**src/rtl/mbi_phase_sel_ctrl_if.sv**
```systemverilog
// Request/config/status bundle between the phase-select controller and its requester.
// The controller takes the slave modport; the requester or stimulus side takes master.
interface mbi_phase_sel_ctrl_if #(
  parameter int unsigned DWELL_WIDTH = 16
);
  logic [1:0]             PHASE_REQ;
  logic                   PHASE_REQ_VALID;
  logic                   PHASE_REQ_READY;
  logic                   SWEEP_EN;
  logic [DWELL_WIDTH-1:0] DWELL_CYCLES;
  logic                   CLK_MOD_PHASE_SEL1;
  logic                   CLK_MOD_PHASE_SEL2;
  logic                   CLK_MOD_EN;
  logic [1:0]             PHASE_CUR;
  logic                   SWITCH_DONE;

  modport master (
    output PHASE_REQ,
    output PHASE_REQ_VALID,
    output SWEEP_EN,
    output DWELL_CYCLES,
    input  PHASE_REQ_READY,
    input  CLK_MOD_PHASE_SEL1,
    input  CLK_MOD_PHASE_SEL2,
    input  CLK_MOD_EN,
    input  PHASE_CUR,
    input  SWITCH_DONE
  );

  modport slave (
    input  PHASE_REQ,
    input  PHASE_REQ_VALID,
    input  SWEEP_EN,
    input  DWELL_CYCLES,
    output PHASE_REQ_READY,
    output CLK_MOD_PHASE_SEL1,
    output CLK_MOD_PHASE_SEL2,
    output CLK_MOD_EN,
    output PHASE_CUR,
    output SWITCH_DONE
  );
endinterface

```
**src/rtl/mbi_phase_sel_ctrl.sv**
```systemverilog
// Modulation-clock phase mux select controller: sequences every phase change as
// gate -> switch -> settle -> ungate, driven by handshake requests or an auto sweep.
module mbi_phase_sel_ctrl #(
  parameter int unsigned SETTLE_CYCLES = 16,
  parameter int unsigned DWELL_WIDTH   = 16
) (
  input  logic                       USER_CLOCK,
  input  logic                       RST,
  mbi_phase_sel_ctrl_if.slave        bus
);

  localparam int unsigned CW = $clog2(SETTLE_CYCLES + 1);
  localparam logic [CW-1:0] SETTLE_LAST = CW'(SETTLE_CYCLES - 1);

  typedef enum logic [1:0] {
    S_IDLE,
    S_GATE,
    S_SWITCH,
    S_DONE
  } state_e;

  state_e                 state_q, state_d;
  logic [1:0]             phase_q, phase_d;
  logic [1:0]             target_q, target_d;
  logic [CW-1:0]          settle_q, settle_d;
  logic [DWELL_WIDTH-1:0] dwell_q, dwell_d;
  logic                   en_q, en_d;
  logic                   rdy_q, rdy_d;
  logic                   done_q, done_d;

  logic accept;
  logic sweep_on;
  logic sweep_step;

  assign accept     = bus.PHASE_REQ_VALID && (state_q == S_IDLE);
  assign sweep_on   = bus.SWEEP_EN && (bus.DWELL_CYCLES != '0);
  assign sweep_step = sweep_on && (dwell_q == (bus.DWELL_CYCLES - DWELL_WIDTH'(1)));

  always_comb begin
    state_d  = state_q;
    phase_d  = phase_q;
    target_d = target_q;
    settle_d = settle_q;
    dwell_d  = '0;

    unique case (state_q)
      S_IDLE: begin
        // An explicit request outranks a coincident sweep step; dwell restarts either way.
        if (accept) begin
          if (bus.PHASE_REQ != phase_q) begin
            target_d = bus.PHASE_REQ;
            settle_d = '0;
            state_d  = S_GATE;
          end else begin
            state_d  = S_DONE;
          end
        end else if (sweep_step) begin
          target_d = phase_q + 2'd1;
          settle_d = '0;
          state_d  = S_GATE;
        end else if (sweep_on) begin
          dwell_d  = dwell_q + DWELL_WIDTH'(1);
        end
      end

      S_GATE: begin
        if (settle_q == SETTLE_LAST) begin
          phase_d  = target_q;
          settle_d = '0;
          state_d  = S_SWITCH;
        end else begin
          settle_d = settle_q + CW'(1);
        end
      end

      S_SWITCH: begin
        if (settle_q == SETTLE_LAST) begin
          settle_d = '0;
          state_d  = S_DONE;
        end else begin
          settle_d = settle_q + CW'(1);
        end
      end

      S_DONE: begin
        state_d = S_IDLE;
      end

      default: begin
        state_d = S_IDLE;
      end
    endcase

    // Status outputs are registered off the next state so they change with it.
    en_d   = !((state_d == S_GATE) || (state_d == S_SWITCH));
    rdy_d  = (state_d == S_IDLE);
    done_d = (state_d == S_DONE);
  end

  always_ff @(posedge USER_CLOCK) begin
    if (RST) begin
      state_q  <= S_IDLE;
      phase_q  <= '0;
      target_q <= '0;
      settle_q <= '0;
      dwell_q  <= '0;
      en_q     <= 1'b1;
      rdy_q    <= 1'b1;
      done_q   <= 1'b0;
    end else begin
      state_q  <= state_d;
      phase_q  <= phase_d;
      target_q <= target_d;
      settle_q <= settle_d;
      dwell_q  <= dwell_d;
      en_q     <= en_d;
      rdy_q    <= rdy_d;
      done_q   <= done_d;
    end
  end

  assign bus.CLK_MOD_PHASE_SEL1 = phase_q[0];
  assign bus.CLK_MOD_PHASE_SEL2 = phase_q[1];
  assign bus.PHASE_CUR          = phase_q;
  assign bus.CLK_MOD_EN         = en_q;
  assign bus.PHASE_REQ_READY    = rdy_q;
  assign bus.SWITCH_DONE        = done_q;

endmodule

```
**src/flat_wrapper.sv**
```systemverilog
// flat-port wrapper written by rule: the top's interface ports become plain ports
module mbi_phase_sel_ctrl_flat 
#(
  parameter int unsigned SETTLE_CYCLES = 16,
  parameter int unsigned DWELL_WIDTH   = 16
)
  (USER_CLOCK, RST, bus_PHASE_REQ, bus_PHASE_REQ_VALID, bus_SWEEP_EN, bus_DWELL_CYCLES, bus_PHASE_REQ_READY, bus_CLK_MOD_PHASE_SEL1, bus_CLK_MOD_PHASE_SEL2, bus_CLK_MOD_EN, bus_PHASE_CUR, bus_SWITCH_DONE);
  mbi_phase_sel_ctrl_if #(.DWELL_WIDTH(DWELL_WIDTH)) bus_i ();
  input  logic USER_CLOCK;
  input  logic RST;
  input wire logic [$bits(bus_i.PHASE_REQ)-1:0] bus_PHASE_REQ;
  input wire logic [$bits(bus_i.PHASE_REQ_VALID)-1:0] bus_PHASE_REQ_VALID;
  input wire logic [$bits(bus_i.SWEEP_EN)-1:0] bus_SWEEP_EN;
  input wire logic [$bits(bus_i.DWELL_CYCLES)-1:0] bus_DWELL_CYCLES;
  output wire logic [$bits(bus_i.PHASE_REQ_READY)-1:0] bus_PHASE_REQ_READY;
  output wire logic [$bits(bus_i.CLK_MOD_PHASE_SEL1)-1:0] bus_CLK_MOD_PHASE_SEL1;
  output wire logic [$bits(bus_i.CLK_MOD_PHASE_SEL2)-1:0] bus_CLK_MOD_PHASE_SEL2;
  output wire logic [$bits(bus_i.CLK_MOD_EN)-1:0] bus_CLK_MOD_EN;
  output wire logic [$bits(bus_i.PHASE_CUR)-1:0] bus_PHASE_CUR;
  output wire logic [$bits(bus_i.SWITCH_DONE)-1:0] bus_SWITCH_DONE;
  assign bus_i.PHASE_REQ = bus_PHASE_REQ;
  assign bus_i.PHASE_REQ_VALID = bus_PHASE_REQ_VALID;
  assign bus_i.SWEEP_EN = bus_SWEEP_EN;
  assign bus_i.DWELL_CYCLES = bus_DWELL_CYCLES;
  assign bus_PHASE_REQ_READY = bus_i.PHASE_REQ_READY;
  assign bus_CLK_MOD_PHASE_SEL1 = bus_i.CLK_MOD_PHASE_SEL1;
  assign bus_CLK_MOD_PHASE_SEL2 = bus_i.CLK_MOD_PHASE_SEL2;
  assign bus_CLK_MOD_EN = bus_i.CLK_MOD_EN;
  assign bus_PHASE_CUR = bus_i.PHASE_CUR;
  assign bus_SWITCH_DONE = bus_i.SWITCH_DONE;
  mbi_phase_sel_ctrl #(.SETTLE_CYCLES(SETTLE_CYCLES), .DWELL_WIDTH(DWELL_WIDTH)) u_core (.USER_CLOCK(USER_CLOCK), .RST(RST), .bus(bus_i));
endmodule
```
**config.mk**
```make
export PLATFORM = sky130hd
export DESIGN_NAME = mbi_phase_sel_ctrl_flat
export DESIGN_NICKNAME = d
export VERILOG_FILES = /design/src/rtl/mbi_phase_sel_ctrl_if.sv /design/src/rtl/mbi_phase_sel_ctrl.sv /design/src/flat_wrapper.sv
export SDC_FILE = /design/constraint.sdc
export NUM_CORES = 1
export LEC_CHECK = 0
export BUFFER_PORTS_ARGS = -buffer_cell sky130_fd_sc_hd__buf_2
export CAP_MARGIN = 15
export CORE_MARGIN = 5
export CORE_UTILIZATION = 55
export DETAILED_ROUTE_END_ITERATION = 8
export PLACE_DENSITY = 0.77
export SYNTH_ARGS = -nofsm -noshare
export SYNTH_HDL_FRONTEND = slang
export SYNTH_SLANG_ARGS = --single-unit
```
**constraint.sdc**
```tcl
create_clock -name USER_CLOCK -period 4.45 [get_ports USER_CLOCK]
set_clock_uncertainty 0.1 [all_clocks]
set_input_delay 0.445 -clock USER_CLOCK [delete_from_list [all_inputs] [get_ports USER_CLOCK]]
set_output_delay 0.445 -clock USER_CLOCK [all_outputs]
set_load 0.03 [all_outputs]
```
==> results of run 1 <==
==> synth_stat cells, types with 2 or more instances <==
master and number:
nor4bb_1 2, a21bo_2 2, or3_1 3, nand4_1 6, nor2_1 32, nor3_1 3, or4_1 2, xor2_1 19
a21oi_1 10, nor3b_1 3, buf_4 2, nand2_1 21, o21ai_0 4, and3_1 7, nand4b_1 4, a211o_1 2
nand2b_1 4, a31oi_1 2, a2111oi_4 2, clkbuf_1 4, or2_2 4, buf_2 2, nand3_1 15, o31a_1 3
inv_1 10, nand3b_1 2, dfxtp_1 30, xnor2_1 15, ha_1 9, nor4_1 5
==> state kept, by name, summed over array words and instances, names as in the netlist <==
signal / cells
u_core.settle_q: 5
u_core.bus.SWITCH_DONE: 1
u_core.bus.CLK_MOD_EN: 1
u_core.dwell_q: 16
u_core.state_q: 2
u_core.bus.PHASE_CUR: 2
u_core.target_q: 2
u_core.bus.PHASE_REQ_READY: 1
==> area by class of cell <==
type / count / area (sq um) / share of cell area, %
inverter: 10 / 37.5 / 1.66
clock buffer: 7 / 86.3 / 3.81
multi-input combinational: 196 / 1340 / 59.0
tap: 48 / 60.1 / 2.65
timing repair buffer: 28 / 140 / 6.18
sequential: 30 / 601 / 26.5
clock inverter: 1 / 5.00 / 0.221
==> cell families (layout without fill, tap and decap cells) <==
logic type               Yosys count  in the layout  share of synthesized area, %
buffers and inverters             19             46                          4.39
AO/OA/AOI/OAI                     36             36                          15.1
XOR/XNOR                          34             34                          14.7
multiplexers                       1              1                         0.494
adder cells (fa/ha/maj)            9              9                          5.56
flip-flops                        30             30                          29.6
AND/OR/NAND/NOR                  116            116                          30.1
==> metrics by stage <==
step | setup slack [ps] | utilization (%) | instance area [sq um]
2_1_floorplan | 980 | - | 2030
3_3_place_gp | 847 | 60.3 | 2170
3_5_place_dp | 757 | 60.3 | 2170
4_1_cts | 1050 | 62.8 | 2270
5_1_grt | 904 | 62.8 | 2270
6_report | 1020 | 62.8 | 2270
==> path summary, 6_finish.rpt <==
path,startpoint,endpoint,slack [ps],cells after the start
setup / recovery,bus_DWELL_CYCLES[3],u_core.bus.PHASE_REQ_READY,1020,10
hold / removal,u_core.target_q[0],u_core.target_q[0],360,2
setup reg to reg,u_core.dwell_q[7],u_core.bus.PHASE_REQ_READY,1470,9
hold reg to reg,u_core.target_q[0],u_core.target_q[0],360,2
==> worst max-delay path: stages <==
cell and delay [ps]:
buf_2 140, or4_1 620, or3_1 380, a2111o_1 460
a2111oi_4 430, nand4_1 190, a22oi_1 190, o21ai_0 150
ha_1 220, or2_2 260
==> layer usage <==
layer | share of wire (%) | GRT usage (%) | vias to the layer above
li1 | - | - | 916
met1 | 49 | 22.9 | 818
met2 | 43 | 25.0 | 44
met3 | 5.6 | 4.83 | 10
met4 | 2.3 | 7.10 | 0
met5 | 0 | 0 | -
==> layout by cell type (no fill, tap or decap), types with 2 or more instances in the layout <==
master	n
nor2_1	32
dfxtp_1	30
buf_2	28
nand2_1	21
xor2_1	19
xnor2_1	15
nand3_1	15
inv_1	10
a21oi_1	10
ha_1	9
and3_1	7
nand4_1	6
clkbuf_8	6
nor4_1	5
nand4b_1	4
o21ai_0	4
or2_2	4
nand2b_1	4
nor3_1	3
nor3b_1	3
or3_1	3
o31a_1	3
nand3b_1	2
or4_1	2
nor4bb_1	2
a2111oi_4	2
a31oi_1	2
a211o_1	2
a21bo_2	2
==> power by group through the flow <==
stage	clock (W)	combinational, W	sequential [W]
4_1_cts	0.000225	0.000328	0.000317
6_report	0.000218	0.000328	0.000317
3_5_place_dp	0	0.000327	0.000323
3_3_place_gp	0	0.000315	0.000322
2_1_floorplan	0	0.000230	0.000342
5_1_grt	0.000239	0.000366	0.000322
==> impl_results.md, run 1 <==
- Outcome: finished clean
- Slew headroom: 60.4%
- Worst-path fanout max: 6
- Clk buf depth: 2
- Vias in the first global route: 1551
- Top_reg_cell synth: dfxtp_1
- Crit start category: primary input
- Post-synth EDFFs: 0
- RSZ-0062 raised after global routing: false
- Clock Pin Slew Worst Setup and Hold Paths: around 60 ps
- FMAX: 0.292 GHz
- Core area: around 3600 sq um
- Initial antenna violation count: 0
- Layout cell share with drive strength beyond 1: 16.9%
- Via count: about 1800
- Hold-fix buffers at CTS: 0
- H-Tree Depth: 2
- Setup-failing EPs final: 0
- Leakage: 0.872 nW
- Post-DP HPWL: roughly 3300 um
- RD Place Congestion: roughly 0.86
- Number of buffers created by CTS: 5
- Final nets: approximately 300
- Syn Nets: roughly 280
- First-pass GRT wire length: slightly below 7000 um
- Final Max Slew Viols: 0
- WL/cell: between 10 and 15 um
- Post-route ant nets: 0
- CTS-repair resized insts: 0
- # diodes: 0
- Largest net degree at the start of global routing: 17
- Crit path capture type: register
- Final Cycle Share: between 70 and 80%
- Setup_tns: 0 ps
- Total grt overflow: 0
- Die height: a little over 70 um
- Initial core utilization: between 50% and 60%
- Critical path class: primary input to register
- Die Area: between 4000 and 5000 sq um
- Synth area leader: dfxtp_1
- Top-area cell type share of the netlist area: just under 30%
- Drt total wl: between 4000 and 5000 um
- Max-cap viol count: 0
- Critical Path RT: roughly 4500 ps
- Synth warn: 0
- DIE WIDTH: just over 70 um
- Int Power: 0.000551 W
- # clock sinks: 30
- First drt pass iteration count: 4
- Async SR Flop Fraction: 0%
- Fillcell total: 310
- Worst-skew pair later-pin latency: roughly 270 ps
- Placed Cells: 312
- Switching power: 0.000313 W
- Area grow syn2layout: 11.9%
- Synth unique cells: between 40 and 50
- Residual DRC count: 0
- Gate Count Post-Synth: 245
- Vias/cell: 5.59
- WP data arrival: around 3500 ps
- CTS Root Cell: clkbuf_8
- Seq cells post-synth: 30
- Setup bufs post-CTS: 0
- Final non-filler cell total: 320
- I/O Pins: 29
- Final Hold Viols: 0
- CTS tree: done
- Overall Power: roughly 0.00086 W
- Final worst path period need: between 3000 and 4000 ps
- Synthesized area: approximately 2000 sq um
- Count of input and output buffers: 28
- Synth top area cells: dfxtp_1 (30%), xor2_1 (8.2%), xnor2_1 (6.5%), nor2_1 (5.9%), ha_1 (5.6%)
- Combinational share of power: a little under two fifths
- Seq/Total Area, Yosys: between 20% and 30%
- Max IR drop VDD: ~0.00016 V
- Worst-Margin Slew: just under 600 ps
- Syn Area/Cell: just over 8 sq um
- Hold_ws: roughly 360 ps
- Min-delay worst type: register to register
- Iter 0 DRT Violations: slightly above 90
- GRT Util Overall: approximately 17%
- Clock group share of total power: 25.3%
- Sequential Power Share: 36.7%
- Total power divided by cell area: 381 nW/um^2
- Switching Share: about 36%
- FP Rows: 22
Power figures use the tool's default switching activity.
==> run 2: changes to the inputs <==
--- a/config.mk
+++ b/config.mk
@@ -5,12 +5,13 @@
 export SDC_FILE = /design/constraint.sdc
 export NUM_CORES = 1
 export LEC_CHECK = 0
+export ABC_AREA = 1
 export BUFFER_PORTS_ARGS = -buffer_cell sky130_fd_sc_hd__buf_2
 export CAP_MARGIN = 15
 export CORE_MARGIN = 5
-export CORE_UTILIZATION = 55
+export CORE_UTILIZATION = 52
 export DETAILED_ROUTE_END_ITERATION = 8
-export PLACE_DENSITY = 0.77
+export PLACE_DENSITY = 0.76
 export SYNTH_ARGS = -nofsm -noshare
 export SYNTH_HDL_FRONTEND = slang
 export SYNTH_SLANG_ARGS = --single-unit
==> constraint.sdc (replaced) <==
create_clock -name USER_CLOCK -period 3.1 [get_ports USER_CLOCK]
set_clock_uncertainty 0.1 [all_clocks]
set_input_delay 0.31 -clock USER_CLOCK [delete_from_list [all_inputs] [get_ports USER_CLOCK]]
set_output_delay 0.31 -clock USER_CLOCK [all_outputs]
set_load 0.03 [all_outputs]
==> run 2 against run 1 <==
Effect of this change:
- first-iteration DRC count is 11% lower
- synthesized cell count is 50% higher
- count of clock-buffer cells in the layout is 1 lower
- highest routed layer unchanged
==> impl_results.md, run 2 <==
- Synthesized area: 2270 sq um (was 2030 sq um)
- Commonest cells post-synth: nand2_1 (100), nor2_1 (63), inv_1 (58), dfxtp_1 (30), nand3_1 (26) (was nor2_1 (32), dfxtp_1 (30), nand2_1 (21), xor2_1 (19))
- Reg2reg start: u_core.dwell_q[6] (was u_core.dwell_q[7])
- Crit path capture type: register (unchanged)
- Critical Path RT: 3160 ps (was 4510 ps)
- Slew headroom: 56.1% (was 60.4%)
- Max IR drop VDD: 0.000327 V (was 0.000164 V)
- Initial core utilization: 52.8% (was 56.2%)
- Die height: 76.1 um (was 70.7 um)
- Post-DP HPWL: 3880 um (was 3260 um)
- Biggest register: u_core.dwell_q (unchanged)
- Number of flip-flops in the largest register: 16 (unchanged)
- First-pass GRT wire length: 8690 um (was 6780 um)
- Number of buffers created by CTS: 5 (unchanged)
- Worst-path fanout max: 8 (was 6)
- Reg2reg end: u_core.bus.PHASE_REQ_READY (unchanged)
- WL/cell: 10.6 um (was 13.0 um)
- Setup_tns: 0 ps (unchanged)
- Synth area leader: dfxtp_1 (unchanged)
- Final non-filler cell total: 449 (was 320)
- Placed Cells: 443 (was 312)
- Layout cell share with drive strength beyond 1: 13.9% (was 16.9%)
- DIE WIDTH: 76.1 um (was 70.7 um)
- Count of input and output buffers: 28 (unchanged)
- Top-area cell type share of the netlist area: 26.5% (was 29.6%)
- Setup bufs post-CTS: 0 (unchanged)
- Outcome: finished clean (unchanged)
- Vias/cell: 4.82 (was 5.59)
- FMAX: just over 0.4 GHz
- Iter 0 DRT Violations: 81 (was 91)
- Total grt overflow: 0 (unchanged)
- Synth unique cells: 28 (was 46)
- Worst-skew pair later-pin latency: 270 ps (about the same)
- Seq/Total Area, Yosys: 26.5% (was 29.6%)
- H-Tree Depth: 2 (unchanged)
- Hold EP: u_core.state_q[0] (was u_core.target_q[0])
- RD Place Congestion: 0.900 (was 0.859)
- Top_reg_cell synth: dfxtp_1 (unchanged)
- Biggest regs: u_core.dwell_q (16), u_core.settle_q (5) (unchanged)
- Total power divided by cell area: 457 nW/um^2 (was 381 nW/um^2)
- Final worst path period need: between 2000 and 2500 ps
- FP Rows: 24 (was 22)
- Critical path class: primary input to register (unchanged)
- Setup-failing EPs final: 0 (unchanged)
- CTS tree: done (unchanged)
- Top-count cell post-synth: nand2_1 (was nor2_1)
- Crit start category: primary input (unchanged)
- Syn Area/Cell: 6.18 sq um (was 8.27 sq um)
- RSZ-0062 raised after global routing: false (unchanged)
- Setup ws final: 695 ps (was 1020 ps)
- Via count: 2162 (was 1788)
- Fillcell total: 449 (was 310)
- Vias in the first global route: 2038 (was 1551)
- # diodes: 0 (unchanged)
- Seq cells post-synth: 30 (unchanged)
- I/O Pins: 29 (unchanged)
- Min-delay worst type: primary input to register (was register to register)
- Final Hold Viols: 0 (unchanged)
- Largest net degree at the start of global routing: 17 (unchanged)
- Max-cap viol count: 0 (unchanged)
- Worst-Margin Slew: 653 ps (was 588 ps)
- CTS Root Cell: clkbuf_8 (unchanged)
- Hold-fix buffers at CTS: 0 (unchanged)
- Clk buf depth: 2 (unchanged)
- Final Cycle Share: 77.6%
- Most frequent cells in the layout: nand2_1 (100), nor2_1 (63), inv_1 (58), dfxtp_1 (30), buf_2 (28) (was nor2_1 (32), dfxtp_1 (30), buf_2 (28), nand2_1 (21), xor2_1 (19))
- Syn Nets: 398 (was 276)
- CTS-repair resized insts: 0 (unchanged)
- Synth warn: 0 (unchanged)
- Commonest non-fill, non-tap cell in the layout: nand2_1 (was nor2_1)
- Residual DRC count: 0 (unchanged)
- First drt pass iteration count: 4 (unchanged)
- Core area: 4290 sq um (was 3610 sq um)
- Post-synth EDFFs: 0 (unchanged)
- GRT Util Overall: 17.4% (was 16.9%)
- Die Area: 5780 sq um (was 5000 sq um)
- Clock Pin Slew Worst Setup and Hold Paths: 60 ps (about the same)
- FF-to-FF setup slack: 710 ps (was 1470 ps)
- Dpl ws: 400 ps (was 757 ps)
- Async SR Flop Fraction: 0% (unchanged)
- Gate Count Post-Synth: 367 (was 245)
- # clock sinks: 30 (unchanged)
- WP data arrival: 2460 ps (was 3490 ps)
- Final Max Slew Viols: 0 (unchanged)
- Initial antenna violation count: 0 (unchanged)
- Worst r2r path cells: 13 (was 9)
- Hold path depth: 2 (unchanged)
- Post-route ant nets: 0 (unchanged)
- Hold wc startpoint: RST (was u_core.target_q[0])
- Leakage: 1.21 nW (was 0.872 nW)
- Final nets: 429 (was 302)
- Area grow syn2layout: 11.0% (was 11.9%)
- Drt total wl: 4760 um (was 4170 um)
- Synth top area cells: dfxtp_1 (26%), nand2_1 (17%), nor2_1 (10%), inv_1 (9.6%), xor2_1 (6.9%) (was dfxtp_1 (30%), xor2_1 (8.2%), xnor2_1 (6.5%), nor2_1 (5.9%), ha_1 (5.6%))
run 2: power by group:
part | switching [W] | leakage, nW | internal, W
sequential | 0.0000326 | 0.244 | 0.000432
combinational | 0.000238 | 0.925 | 0.000144
clock | 0.000133 | 0.0431 | 0.000171
total | 0.000404 | 1.21 | 0.000747
run 2: metal layers:
layer	up-vias	global-route usage [%]	wire length [um]
met1	942	22.4	2300
met5	-	0	0
met2	35	28.7	2240
met3	6	3.55	173
li1	1179	-	-
met4	0	6.12	49
run 2: cells by family (layout without fill, tap and decap cells):
logic type | after synthesis | in the layout | synth area share (%)
AOI/OAI and AO/OA | 18 | 18 | 4.91
xor gates and xnor gates | 22 | 22 | 8.49
adders and majority gates | 9 | 9 | 4.96
buffers and inverters | 62 | 92 | 11.3
DFF | 30 | 30 | 26.5
muxes | 1 | 1 | 0.441
and+or+nand+nor | 225 | 225 | 43.4
run 2: how the worst max path moves through the flow:
stage / cells past startpoint / slack [ps] / from / end
2_1_floorplan: 15 / 780 / bus_DWELL_CYCLES[0] / u_core.bus.PHASE_REQ_READY
3_3_place_gp: 14 / 490 / bus_DWELL_CYCLES[0] / u_core.bus.PHASE_REQ_READY
3_5_place_dp: 16 / 400 / bus_DWELL_CYCLES[0] / u_core.bus.PHASE_REQ_READY
4_1_cts: 16 / 690 / bus_DWELL_CYCLES[0] / u_core.bus.PHASE_REQ_READY
5_1_grt: 16 / 420 / bus_DWELL_CYCLES[0] / u_core.bus.PHASE_REQ_READY
6_report: 16 / 690 / bus_DWELL_CYCLES[0] / u_core.bus.PHASE_REQ_READY
run 2: per-stage QoR:
step,total power (W),hold WS (ps),util [%],area (sq um)
2_1_floorplan,0.000767,281,-,2270
3_3_place_gp,0.000849,345,56.7,2430
3_5_place_dp,0.000855,348,56.7,2430
4_1_cts,0.00116,147,58.6,2520
5_1_grt,0.00125,163,58.6,2520
6_report,0.00115,160,58.6,2520
run 2: critical path: stages:
cell and delay (ps):
buf_2 100, inv_1 90, ha_1 210, nand2_1 70
nor2_1 130, nand2_1 100, nor2_1 130, nand2_1 60
nand2_1 60, nand2_1 40, nor2_1 80, nand3_1 160
o21ai_4 250, o21ai_0 170, ha_1 220, or2_2 260
run 2: final cells by class:
class	count	area [sq um]	area share (%)
multi-input combinational	275	1410	56.1
sequential	30	601	23.9
inverter	58	218	8.65
timing repair buffer	28	140	5.57
clock buffer	6	82.6	3.28
tap	52	65.1	2.58
